[config.mk]
export PLATFORM = sky130hd
export DESIGN_NAME = pipe_stage_skid
export DESIGN_NICKNAME = d
export VERILOG_FILES = /design/src/rtl/pipe_pkg.sv /design/src/rtl/pipe_stage_skid_sat_counter.sv /design/src/rtl/pipe_stage_skid.sv
export SDC_FILE = /design/constraint.sdc
export NUM_CORES = 1
export LEC_CHECK = 0
export CAP_MARGIN = 15
export CORE_MARGIN = 3
export CORE_UTILIZATION = 45
export DETAILED_ROUTE_END_ITERATION = 8
export GPL_ROUTABILITY_DRIVEN = 0
export PLACE_DENSITY = 0.74
export SLEW_MARGIN = 20
export SYNTH_ARGS = -nofsm -noshare
export SYNTH_HDL_FRONTEND = slang
export SYNTH_SLANG_ARGS = --single-unit
export TNS_END_PERCENT = 100
[constraint.sdc]
create_clock -name clk -period 2.2 [get_ports clk]
set_clock_uncertainty 0.05 [all_clocks]
set_input_delay 0.44 -clock clk [delete_from_list [all_inputs] [get_ports clk]]
set_output_delay 0.44 -clock clk [all_outputs]
set_load 0.005 [all_outputs]
[src/rtl/pipe_pkg.sv]
// Shared pipeline-stage types and core-wide stage constants.
// Imported by every *_stage register and by core top-level wiring.
package pipe_pkg;

  typedef enum logic [1:0] {
    ST_EMPTY = 2'd0,
    ST_FULL  = 2'd1,
    ST_SKID  = 2'd2
  } stage_state_e;

  localparam int IFID_DATA_W = 96;

endpackage

[src/rtl/pipe_stage_skid_sat_counter.sv]
// Saturating event counter with synchronous clear.
// Shared by the stage stall monitor and other perf counters.
module sat_counter #(
  parameter int W = 16
) (
  input  logic         clk,
  input  logic         clr,
  input  logic         inc,
  output logic [W-1:0] count
);

  always_ff @(posedge clk) begin
    if (clr) begin
      count <= '0;
    end else if (inc && (count != {W{1'b1}})) begin
      count <= count + 1'b1;
    end
  end

endmodule

[src/rtl/pipe_stage_skid.sv]
// Generic valid/ready pipeline-stage register with optional skid entry,
// flush-to-bubble and a saturating backpressure-cycle counter.
module pipe_stage_skid
  import pipe_pkg::*;
#(
  parameter int               DATA_W      = 96,
  parameter bit               ENABLE_SKID = 1'b1,
  parameter logic [DATA_W-1:0] BUBBLE_VAL = '0,
  parameter int               CNT_W       = 16
) (
  input  logic              clk,
  input  logic              reset,
  input  logic              flush,
  input  logic              in_valid,
  output logic              in_ready,
  input  logic [DATA_W-1:0] in_data,
  output logic              out_valid,
  input  logic              out_ready,
  output logic [DATA_W-1:0] out_data,
  output logic [CNT_W-1:0]  stall_cycles
);

  stage_state_e      state_q, state_d;
  logic [DATA_W-1:0] main_q, main_d;
  logic [DATA_W-1:0] skid_q, skid_d;
  logic              acc, tkn;

  assign out_valid = (state_q != ST_EMPTY);
  assign out_data  = main_q;

  // With a skid entry in_ready depends only on state, so no
  // combinational path runs from out_ready back upstream.
  generate
    if (ENABLE_SKID) begin : g_skid
      assign in_ready = (state_q != ST_SKID);
    end else begin : g_noskid
      assign in_ready = (state_q == ST_EMPTY) | out_ready;
    end
  endgenerate

  assign acc = in_valid & in_ready;
  assign tkn = out_valid & out_ready;

  always_comb begin
    state_d = state_q;
    main_d  = main_q;
    skid_d  = skid_q;
    unique case (state_q)
      ST_EMPTY: begin
        if (acc) begin
          state_d = ST_FULL;
          main_d  = in_data;
        end
      end
      ST_FULL: begin
        if (tkn && acc) begin
          main_d = in_data;
        end else if (tkn) begin
          state_d = ST_EMPTY;
        end else if (acc && ENABLE_SKID) begin
          state_d = ST_SKID;
          skid_d  = in_data;
        end
      end
      ST_SKID: begin
        if (tkn) begin
          state_d = ST_FULL;
          main_d  = skid_q;
        end
      end
      default: begin
        state_d = ST_EMPTY;
      end
    endcase
  end

  always_ff @(posedge clk) begin
    if (reset || flush) begin
      state_q <= ST_EMPTY;
      main_q  <= BUBBLE_VAL;
      skid_q  <= BUBBLE_VAL;
    end else begin
      state_q <= state_d;
      main_q  <= main_d;
      skid_q  <= skid_d;
    end
  end

  // Counted on the pre-flush view; only reset clears it.
  sat_counter #(
    .W(CNT_W)
  ) u_stall_cnt (
    .clk  (clk),
    .clr  (reset),
    .inc  (out_valid & ~out_ready),
    .count(stall_cycles)
  );

endmodule

; Yosys cells after proc, flatten, opt, wreduce, memory -nomap -nowiden
; Index checks and enable logic that the tools add are counted.
[op_classes]
add_sub_neg = 1
eq_ne = 9
n_mux = 10
n_bitwise = 6
reduce_logical = 9
[op_table]
columns = operator, count
row1 = 2-to-1 mux 96 bit, 3
row2 = one-hot mux 96 bit (3 select lines), 1
row3 = "adder 16 x 1 -> 16 bit, second input constant", 1
row4 = "inequality test 16 bit, second input constant", 1
row5 = AND reduction 4 bit, 3
row6 = 2-to-1 mux 2 bit, 5
row7 = "inequality test 2 bit, second input constant", 5
row8 = one-hot mux 2 bit (3 select lines), 1
row9 = AND 1 bit, 3
row10 = "inequality test 3 bit, second input constant", 1
row11 = inverter 1 bit, 3
row12 = nonzero test 3 bit, 1
row13 = "equality test 2 x 1 -> 1 bit, second input constant", 1
row14 = "equality test 2 bit, second input constant", 1
row15 = logical AND 1 bit, 2
row16 = logical NOT 2 bit, 1
row17 = nonzero test 2 bit, 1
row18 = logical OR 1 bit, 1
[word_totals]
ff_bits = 210
in_bits = 101
elab_cells = 39

; Logic depth before layout (Yosys ltp)
; Gate-level depths: netlist of the first run.
[logic_depth]
depth_word = 6
ltp_mapped = 7

; By module
; A second synthesis of the first run with hierarchy kept.
[hier_totals]
hier_cells = 986
area_unflattened_um2 = 9135.0
[by_module_without_submodules]
columns = module, n_inst, cells_each, area_each_um2, seq_area_each_um2
row1 = pipe_stage_skid, 1, 887, 8286.7, 3883.7
row2 = sat_counter, 1, 99, 848.3, 320.3

; Worst setup path after synthesis of the first run
; No wires, ideal clock.
[synth_timing]
kind = register -> register
start = reg u_stall_cnt.count[0]
end = reg u_stall_cnt.count[10]
arrival_time_ns = 1.641
required_time_ns = 2.029
path_slack_ns = 0.389
stages_incl_launch_ff = 7
n_path_buf = 1
period_less_slack_ns = 1.811
cell_sequence = dfxtp_1 > ha_1 > nand3_1 > or2_1 > clkbuf_1 > nor4_1 > mux2_2
[synth_between]
elab_chain_len = 2
word_cells_on_any_way = 3
cone_classes = add/sub: 1 / eq/ne: 1 / reduce/logical: 1
[synth_lines]
columns = element, line_no
row1 = start: declaration, pipe_stage_skid_sat_counter.sv:9  ; output logic [W-1:0] count
row2 = start signal: assignment, pipe_stage_skid_sat_counter.sv:16  ; count <= count + 1'b1;
row3 = "parallel branches: the longest is 2 deep, another holds adder 16 x 1 -> 16 bit", -
; Several ways; the timed one is not identified.
; A chain may end at the register's enable or synchronous reset.

; Worst setup path in the final report of the first run
[layout_timing]
start = reg state_q[1]
end = out in_ready
[layout_between]
elab_chain_len = 1
[layout_lines]
columns = element, line_no
row1 = start: declaration, pipe_stage_skid.sv:23  ; stage_state_e state_q, state_d;
row2 = start signal: assignment, pipe_stage_skid.sv:83  ; state_q <= state_d;
row3 = inequality test 2 bit, pipe_stage_skid.sv:35  ; assign in_ready = (state_q != ST_SKID);
row4 = end: declaration, pipe_stage_skid.sv:15  ; output logic in_ready,
; Every way passes these cells.

==> results of run 1 <==
==> how the worst max path moves through the flow <==
stage                                    start               endpoint  slack (ns)  depth (start not counted)
after floorplan           u_stall_cnt.count[0]  u_stall_cnt.count[10]        0.39                          6
after global routing                state_q[1]               in_ready        0.05                          3
after global placement               out_ready  u_stall_cnt.count[15]       -0.04                          5
after CTS                           state_q[0]               in_ready       0.007                          2
final                               state_q[1]               in_ready        0.10                          3
after detailed placement             out_ready  u_stall_cnt.count[15]       -0.07                          5
==> per-layer routing <==
layer	vias up	part of all wire	wire length, µm	GRT usage
li1	3732	-	-	-
met1	3345	0.44	9280	0.257
met4	0	0.033	692	0.0660
met2	193	0.47	9870	0.331
met5	-	0	0	0
met3	41	0.060	1270	0.0481
==> final cells by class <==
class                   instances  share of cell area
well taps                     229              0.0247
multi-input cells             668               0.332
flip-flops and latches        210               0.363
inverters                       2            0.000647
clock buffers                  34              0.0575
repair buffers                244               0.218
clock inverters                 7             0.00388
==> synth_stat cells (4+ instances only) <==
library cell,instances,share of area
nand2_1,196,0.088
nor2_1,107,0.048
nor2b_1,6,0.0045
a21oi_1,108,0.065
a211oi_1,96,0.086
mux2i_1,97,0.12
buf_1,9,0.0040
nor4_1,4,0.0030
or3_1,5,0.0037
clkbuf_1,45,0.020
or4_1,6,0.0054
o31ai_1,7,0.0063
o21ai_0,4,0.0024
dfxtp_1,210,0.50
buf_2,25,0.015
nand4_1,6,0.0045
mux2_2,4,0.0054
==> cells by family (layout without fill, tap and decap cells) <==
| kind of cell | Yosys count | count (layout) |
|---|---|---|
| compound gates | 220 | 220 |
| fa+ha+maj | 1 | 1 |
| buf+inv | 83 | 287 |
| flops | 210 | 210 |
| mux | 101 | 101 |
| simple gates | 346 | 346 |
==> worst max-delay path, delay by kind of cell, from the launching register on <==
family        cells  cell delay [ns]
buf+inv           2             0.69
simple gates      1             0.09
flops             1             0.33
==> report_power, final <==
group | internal [mW] | leakage [nW] | total [mW] | switching, mW
logic | 0.472 | 2.59 | 0.850 | 0.377
registers | 3.90 | 1.70 | 3.95 | 0.0550
clock network | 2.10 | 0.357 | 3.59 | 1.48
total | 6.48 | 4.65 | 8.39 | 1.91
==> what timing repair did <==
action / in CTS / in global routing
gates resized for setup: 0 / 1
buffers inserted: 0 / 0
setup endpoints to repair: 0 / 1
==> registers in the layout (all words and copies together) (netlist names) <==
| signal | cells |
|---|---|
| out_data | 96 |
| skid_q | 96 |
| u_stall_cnt.count | 16 |
| state_q | 2 |
==> stage by stage <==
step | setup slack (ns) | hold WS [ns] | instances
3_3_place_gp | -0.0433 | 0.390 | 1353
5_1_grt | 0.0522 | 0.416 | 1394
6_report | 0.104 | 0.400 | 1394
4_1_cts | 0.00704 | 0.403 | 1394
2_1_floorplan | 0.389 | 0.386 | 961
3_5_place_dp | -0.0661 | 0.396 | 1353
==> results.ini, run 1 <==
[clock_network]
cts_root_buffer=clkbuf_16
cts-buffers-inserted=23
clk_latency_ns=0.50
tritoncts=yes
cts.sinks=210
path_clk_slew_ns=0.05
htree_levels=1
cts.path.max_buffers=3
hold_buffers=0

[yosys]
synthFlopType=dfxtp_1
synth_xor_area_frac=0
syn_avg_cell_area_um2=8.72
synth_area_um2=8380
syn-num-nets=1063
yosysWarnings=0
synth_cell_types=36
yosys-mux-area-fraction=0.121
seq_area_frac_synth=0.502
ys_ff_latch=210
synth-simple-area-share=0.170
synth_compound_gate_area_share=0.163
synth_edf_count=0
synthArstFlopShare=0
synthCells=961
synthAdderAreaFrac=0.00149
synth_top_family_by_area=simple AND/OR/NAND/NOR gates

[final_layout]
n_antenna_cell=0
nFillCells=1540
drive_above_1_share=0.0661
final_cell_mix=clkdlybuf4s50_1, dfxtp_1, nand2_1, a21oi_1, nor2_1
final_util=0.639
seq_area_um2=4210
fin_nets=1251
mostFrequentLayoutCell=clkdlybuf4s50_1
design_area_um2=11600
area_growth_pct=38.5
multiInputGateArea_um2=3850

[worst_setup_path]
worstPathCellList=buf_4 > nand2b_4 > clkdlybuf4s50_1
cp_data_arrival_time_ns=1.61
cpPeakStageDelay_ns=0.53
r2r_end=u_stall_cnt.count[5]
cp_max_fo=6
r2r_setup_slack_ns=0.25
ff2ff_path_depth=5
critPathKind=reg2out
cp_slowest_cell=clkdlybuf4s50_1
crit_path_start_kind=register
cp-end-kind=primary output
r2r_start=u_stall_cnt.count[5]
worst_ep_required_time_ns=1.71

[global_routing]
grt.total_usage=0.200
grt.overflow.total=0
grt_pass1_wl_um=33900
grt_pass1_vias=6807
grt_max_degree=72
antenna_found_initial=0

[sta]
rsz0062_at_grt=false
post-route-period-util=0.953
slew_headroom=0.578
tightest_slew_ns=0.633
slew_violations=0
finalHoldViolCount=0
fmax_mhz=477
final-setup-viol-count=0
finalSetupTns_ns=0
min_period_ns=2.10

[floorplan]
start_util=0.462
num_rows=49
io_pins=215
die_h_um=142
die_x_um=142
die_area_um2=20300
core-area_um2=18100

[pwr]
finalPower_mw=8.39
p_leak_nw=4.65
peakVddDrop_v=0.000626
power_density_nw_per_um2=724

[outcome]
run_status=finished clean

[flow_run]
maxCapViolations=0

[routing]
ant_nets=0
dr.pass1.iters=4
drt_iter0_drc=312
viasPerCell=5.24
vias=7311
wl_per_cell_um=15.1
drc=0
wl_um=21100

[min_path]
hold_path.class=reg2reg
hold_depth=2
holdPathEnd=skid_q[7]
hp-start=skid_q[7]

[placed_design]
placed_area_um2=10900
dp_hpwl_um=13700
port_buffers=214

Power figures use the tool's default switching activity.
==> inputs of run 2 (changes only) <==
--- a/config.mk
+++ b/config.mk
@@ -8,8 +8,10 @@
 export CAP_MARGIN = 15
 export CORE_MARGIN = 3
 export CORE_UTILIZATION = 45
+export CTS_CLUSTER_DIAMETER = 200
 export DETAILED_ROUTE_END_ITERATION = 8
 export GPL_ROUTABILITY_DRIVEN = 0
+export MAX_ROUTING_LAYER = met4
 export PLACE_DENSITY = 0.74
 export SLEW_MARGIN = 20
 export SYNTH_ARGS = -nofsm -noshare
==> run 2 against run 1 <==
Critical path depth unchanged. Sequential power about the same. Final cell count unchanged. Maximum frequency about the same. Largest power group unchanged. Critical endpoint unchanged. Routed wire length decreased by 0.14%. Die area unchanged. Setup slack got worse by 0.00067 ns. Sequential share of layout area unchanged. Clock power about the same.
==> results.ini, run 2 (synthesized netlist as in run 1, its figures left out) <==
[min_path]
hp-start=skid_q[7]
hold_path.class=reg2reg

[pwr]
power_density_nw_per_um2=723  ; about the same
peakVddDrop_v=0.000625  ; about the same
p_leak_nw=4.65  ; unchanged

[global_routing]
antenna_found_initial=0  ; unchanged
grt.total_usage=0.206  ; +0.00584
grt_pass1_wl_um=33900  ; -0.16%
grt_pass1_vias=6811  ; +0.059%
grt.overflow.total=0  ; unchanged
grt_max_degree=72  ; unchanged

[floorplan]
core-area_um2=18100  ; unchanged
start_util=0.462  ; unchanged
die_area_um2=20300  ; unchanged
num_rows=49  ; unchanged
die_x_um=142  ; unchanged
die_h_um=142  ; unchanged
io_pins=215  ; unchanged

[final_layout]
design_area_um2=11600  ; unchanged
fin_nets=1251  ; unchanged
mostFrequentLayoutCell=clkdlybuf4s50_1
area_growth_pct=38.5  ; unchanged
drive_above_1_share=0.0661  ; unchanged
n_antenna_cell=0  ; unchanged
final_cell_mix=clkdlybuf4s50_1, dfxtp_1, nand2_1, a21oi_1, nor2_1
nFillCells=1540  ; unchanged

[worst_setup_path]
cp_max_fo=6  ; unchanged
critical-path-top-delay-family=buffers and inverters
worst-path-buf-inv=2  ; unchanged
worstPathCellList=buf_4 > nand2b_4 > clkdlybuf4s50_1
cp_data_arrival_time_ns=1.61  ; about the same
worst_ep_required_time_ns=1.71  ; about the same
r2r_start=u_stall_cnt.count[5]
cpPeakStageDelay_ns=0.53  ; about the same
cp-end-kind=primary output
cp_slowest_cell=clkdlybuf4s50_1
startpoint=state_q[1]
crit_path_start_kind=register
critPathKind=reg2out

[sta]
final-setup-viol-count=0  ; unchanged
hold-worst-slack_ns=0.400  ; -0.0000810 ns
slew_headroom=0.580  ; +0.00202
slew_violations=0  ; unchanged
post-route-period-util=0.953  ; about the same
tightest_slew_ns=0.630  ; -0.00303 ns
finalSetupTns_ns=0  ; unchanged
min_period_ns=2.10  ; +0.000673 ns
fmax_mhz=477  ; about the same
rsz0062_at_grt=false
finalHoldViolCount=0  ; unchanged
layout_setup_ws_ns=0.104  ; -0.000673 ns

[flow_run]
maxCapViolations=0  ; unchanged

[clock_network]
post_cts_buffers=0  ; unchanged
cts.sinks=210  ; unchanged
htree_levels=1  ; unchanged
tritoncts=yes
cts-buffers-inserted=23  ; unchanged
path_clk_slew_ns=0.05  ; about the same
clk_latency_ns=0.50  ; about the same
cts.path.max_buffers=3  ; unchanged
cts_root_buffer=clkbuf_16

[routing]
wl_um=21100  ; -0.14%
drt_iter0_drc=387  ; +24%
vias=7291  ; -0.27%
viasPerCell=5.23  ; -0.27%
drc=0  ; unchanged
dr.pass1.iters=4  ; unchanged
wl_per_cell_um=15.1  ; -0.14%
ant_nets=0  ; unchanged

[placed_design]
port_buffers=214  ; unchanged
placed_area_um2=10900  ; unchanged
dp_hpwl_um=13700  ; unchanged
dp_slack_ns=-0.0661  ; unchanged

[outcome]
run_status=finished clean

==> run 2: tightest hold or removal path: cells and delay by family (launching register included) <==
kind | cells | cell delay [ns]
simple gates | 1 | 0.05
compound gates | 1 | 0.05
flops | 1 | 0.30
==> run 2: power breakdown <==
part / internal, mW / switching (mW) / leakage, nW
Clock: 2.10 / 1.48 / 0.357
Sequential: 3.90 / 0.0550 / 1.70
Combinational: 0.472 / 0.377 / 2.59
Total: 6.48 / 1.91 / 4.65
==> run 2: final cells by class <==
type | instances | area [µm²] | area share
Clock buffer | 34 | 667 | 0.0575
Clock inverter | 7 | 45.0 | 0.00388
Inverter | 2 | 7.51 | 0.000647
Multi-Input combinational cell | 668 | 3850 | 0.332
Sequential cell | 210 | 4210 | 0.363
Tap cell | 229 | 287 | 0.0247
Timing Repair Buffer | 244 | 2530 | 0.218
==> run 2: metrics by stage <==
stage           util  cells  power [mW]
3_5_place_dp   0.600   1353        4.89
3_3_place_gp   0.600   1353        4.88
5_1_grt        0.639   1394        8.75
6_report       0.639   1394        8.39
2_1_floorplan      -    961        4.37
4_1_cts        0.639   1394        8.50
==> run 2: final timing paths <==
kind	to	slack, ns	cells after the start
max	in_ready	0.10	3
min	skid_q[7]	0.40	2
min reg2reg	skid_q[7]	0.40	2
max reg2reg	u_stall_cnt.count[5]	0.23	5
==> run 2: what timing repair did <==
action                                  in CTS  in global routing
endpoints found under the setup margin       0                  1
hold buffers                                 0                  0
gates resized for setup                      0                  1
==> run 2: metal layers <==
| metal | wire, µm | vias to the layer above | track usage |
|---|---|---|---|
| met5 | 0 | - | - |
| met4 | 704 | 0 | 0.0660 |
| met3 | 1140 | 43 | 0.0417 |
| met2 | 9860 | 195 | 0.331 |
| met1 | 9370 | 3321 | 0.261 |
| li1 | - | 3732 | - |
==> inputs of run 3 (changes only) <==
--- a/config.mk
+++ b/config.mk
@@ -9,6 +9,7 @@
 export CORE_MARGIN = 3
 export CORE_UTILIZATION = 45
 export CTS_CLUSTER_DIAMETER = 200
+export CTS_CLUSTER_SIZE = 10
 export DETAILED_ROUTE_END_ITERATION = 8
 export GPL_ROUTABILITY_DRIVEN = 0
 export MAX_ROUTING_LAYER = met4
==> run 3 against run 2 <==
Final area decreased by 0.74%. Total power decreased by 3.0%. Clock power decreased by 7.0%. Via count decreased by 0.14%. Global-route usage about the same. Clock-buffer cell count decreased by 9. Die area unchanged. Register-to-register slack about the same. Largest power group unchanged. Routed wire length decreased by 0.16%.
==> results.ini, run 3 (synthesized netlist as in run 1, its figures left out) <==
[outcome]
run_status=finished clean

[pwr]
p_int_mw=6.35  ; -1.9%
power_density_nw_per_um2=707  ; -2.2%
switchingPower_mw=1.78  ; -6.6%
p_leak_nw=4.60  ; -1.0%
netSwitchingFraction=0.219  ; -0.00857
finalPower_mw=8.14  ; -3.0%
combinationalPowerShare=0.104  ; +0.003
peakVddDrop_v=0.000470  ; -25%
power_frac_seq=0.486  ; +0.014
clkPwrFrac=0.409  ; -0.018

[sta]
tightest_slew_ns=0.623  ; -0.00724 ns
final-setup-viol-count=0  ; unchanged
finalHoldViolCount=0  ; unchanged
fmax_mhz=478  ; +0.10%
post-route-period-util=0.952  ; -0.000980
min_period_ns=2.09  ; -0.00216 ns
slew_headroom=0.585  ; +0.00483
layout_setup_ws_ns=0.106  ; +0.00216 ns
slew_violations=0  ; unchanged
rsz0062_at_grt=false

[worst_setup_path]
crit_path_start_kind=register
startpoint=state_q[1]
worstPathCellList=buf_4 > nand2b_4 > clkdlybuf4s50_1
worst_ep_required_time_ns=1.71  ; about the same
cp-end-kind=primary output
r2r_setup_slack_ns=0.23  ; about the same
setup.worst_path.end=in_ready
r2r_end=u_stall_cnt.count[5]
cp_slowest_cell=clkdlybuf4s50_1
cp_max_fo=6  ; unchanged
cpPeakStageDelay_ns=0.53  ; about the same
r2r_start=u_stall_cnt.count[5]
critPathKind=reg2out
ff2ff_path_depth=5  ; unchanged
cp_data_arrival_time_ns=1.60  ; about the same

[floorplan]
core-area_um2=18100  ; unchanged
io_pins=215  ; unchanged
start_util=0.462  ; unchanged
die_h_um=142  ; unchanged
num_rows=49  ; unchanged
die_area_um2=20300  ; unchanged
die_x_um=142  ; unchanged

[clock_network]
htree_levels=1  ; unchanged
tritoncts=yes
ctsResizeCount=0  ; unchanged
clk_latency_ns=0.50  ; about the same
cts.sinks=210  ; unchanged
post_cts_buffers=0  ; unchanged
cts-buffers-inserted=24  ; +4.3%
path_clk_slew_ns=0.05  ; about the same
cts_root_buffer=clkbuf_16
hold_buffers=0  ; unchanged
cts.path.max_buffers=3  ; unchanged

[final_layout]
nFillCells=1548  ; +0.52%
stdcell_count=1378  ; -1.1%
final_cell_mix=clkdlybuf4s50_1, dfxtp_1, nand2_1, a21oi_1, nor2_1
seq_area_um2=4210  ; unchanged
n_antenna_cell=0  ; unchanged
fin_nets=1252  ; +0.080%
area_growth_pct=37.4
drive_above_1_share=0.0583  ; -0.00778
mostFrequentLayoutCell=clkdlybuf4s50_1
multiInputGateArea_um2=3850  ; unchanged

[global_routing]
grt_util_met2=0.335  ; +0.00398
grt_busiest_layer=met2
grt_pass1_wl_um=33900  ; about the same
grt.overflow.total=0  ; unchanged
grt.total_usage=0.206  ; about the same
met3_usage=0.0403  ; -0.00134
grt_max_degree=72  ; unchanged
use_met1=0.258  ; -0.00224
antenna_found_initial=0  ; unchanged
grt_pass1_vias=6833  ; +0.32%

[routing]
drt_iter0_drc=303  ; -22%
drc=0  ; unchanged
ant_nets=0  ; unchanged
dr.pass1.iters=4  ; unchanged
vias=7281  ; -0.14%
wl_per_cell_um=15.3  ; +1.0%
viasPerCell=5.28  ; +1.0%
wl_um=21000  ; -0.16%

[min_path]
hold_path.class=reg2reg
hold_depth=2  ; unchanged

[placed_design]
dp_slack_ns=-0.0661  ; unchanged
port_buffers=214  ; unchanged
dpl.cell_count=1353  ; unchanged
dp_hpwl_um=13700  ; unchanged

[flow_run]
maxCapViolations=0  ; unchanged

run 3: cell types whose count changed in the layout (fill, tap and decap cells not counted):
cell,change
clkbuf_1,-6
clkbuf_16,+2
clkbuf_8,-5
clkinv_2,-5
inv_6,-1
inv_8,-1
run 3: cell type report:
cell class,count,area share
Tap cell,229,0.0249
Sequential cell,210,0.365
Timing Repair Buffer,244,0.220
Inverter,2,0.000652
Multi-Input combinational cell,668,0.335
Clock buffer,25,0.0544
run 3: routing by layer:
layer / vias to the layer above / part of all wire / routed length, µm
met2: 179 / 0.48 / 10100
met1: 3335 / 0.44 / 9190
met5: - / 0 / 0
li1: 3717 / - / -
met4: 0 / 0.034 / 713
met3: 50 / 0.052 / 1080
run 3: worst min path at each step:
stage | startpoint | slack [ns] | endpoint
final | skid_q[7] | 0.40 | skid_q[7]
after global routing | skid_q[40] | 0.41 | skid_q[40]
after CTS | skid_q[2] | 0.40 | skid_q[2]
after detailed placement | skid_q[2] | 0.40 | skid_q[2]
after global placement | skid_q[11] | 0.39 | skid_q[11]
after floorplan | skid_q[0] | 0.39 | skid_q[0]
run 3: stage by stage:
step / util / hold slack [ns] / TNS, ns / cell area [µm²]
after floorplan: - / 0.386 / 0 / 8380
after global placement: 0.600 / 0.390 / -0.0971 / 10900
after detailed placement: 0.600 / 0.396 / -0.206 / 10900
after CTS: 0.634 / 0.403 / 0 / 11500
after global routing: 0.634 / 0.415 / 0 / 11500
final: 0.634 / 0.400 / 0 / 11500
run 3: power by group through the flow:
stage / combinational, mW / sequential (mW) / clock [mW]
floorplan: 0.337 / 4.04 / 0
global placement: 0.844 / 4.04 / 0
detailed placement: 0.855 / 4.04 / 0
CTS: 0.858 / 3.96 / 3.42
global route: 0.929 / 3.97 / 3.58
finish: 0.849 / 3.96 / 3.33
run 3: worst max-delay path: cells and delay by family, from the launching register on:
kind / cells / cell delay (ns)
buffers and inverters: 2 / 0.69
DFF: 1 / 0.33
and+or+nand+nor: 1 / 0.09
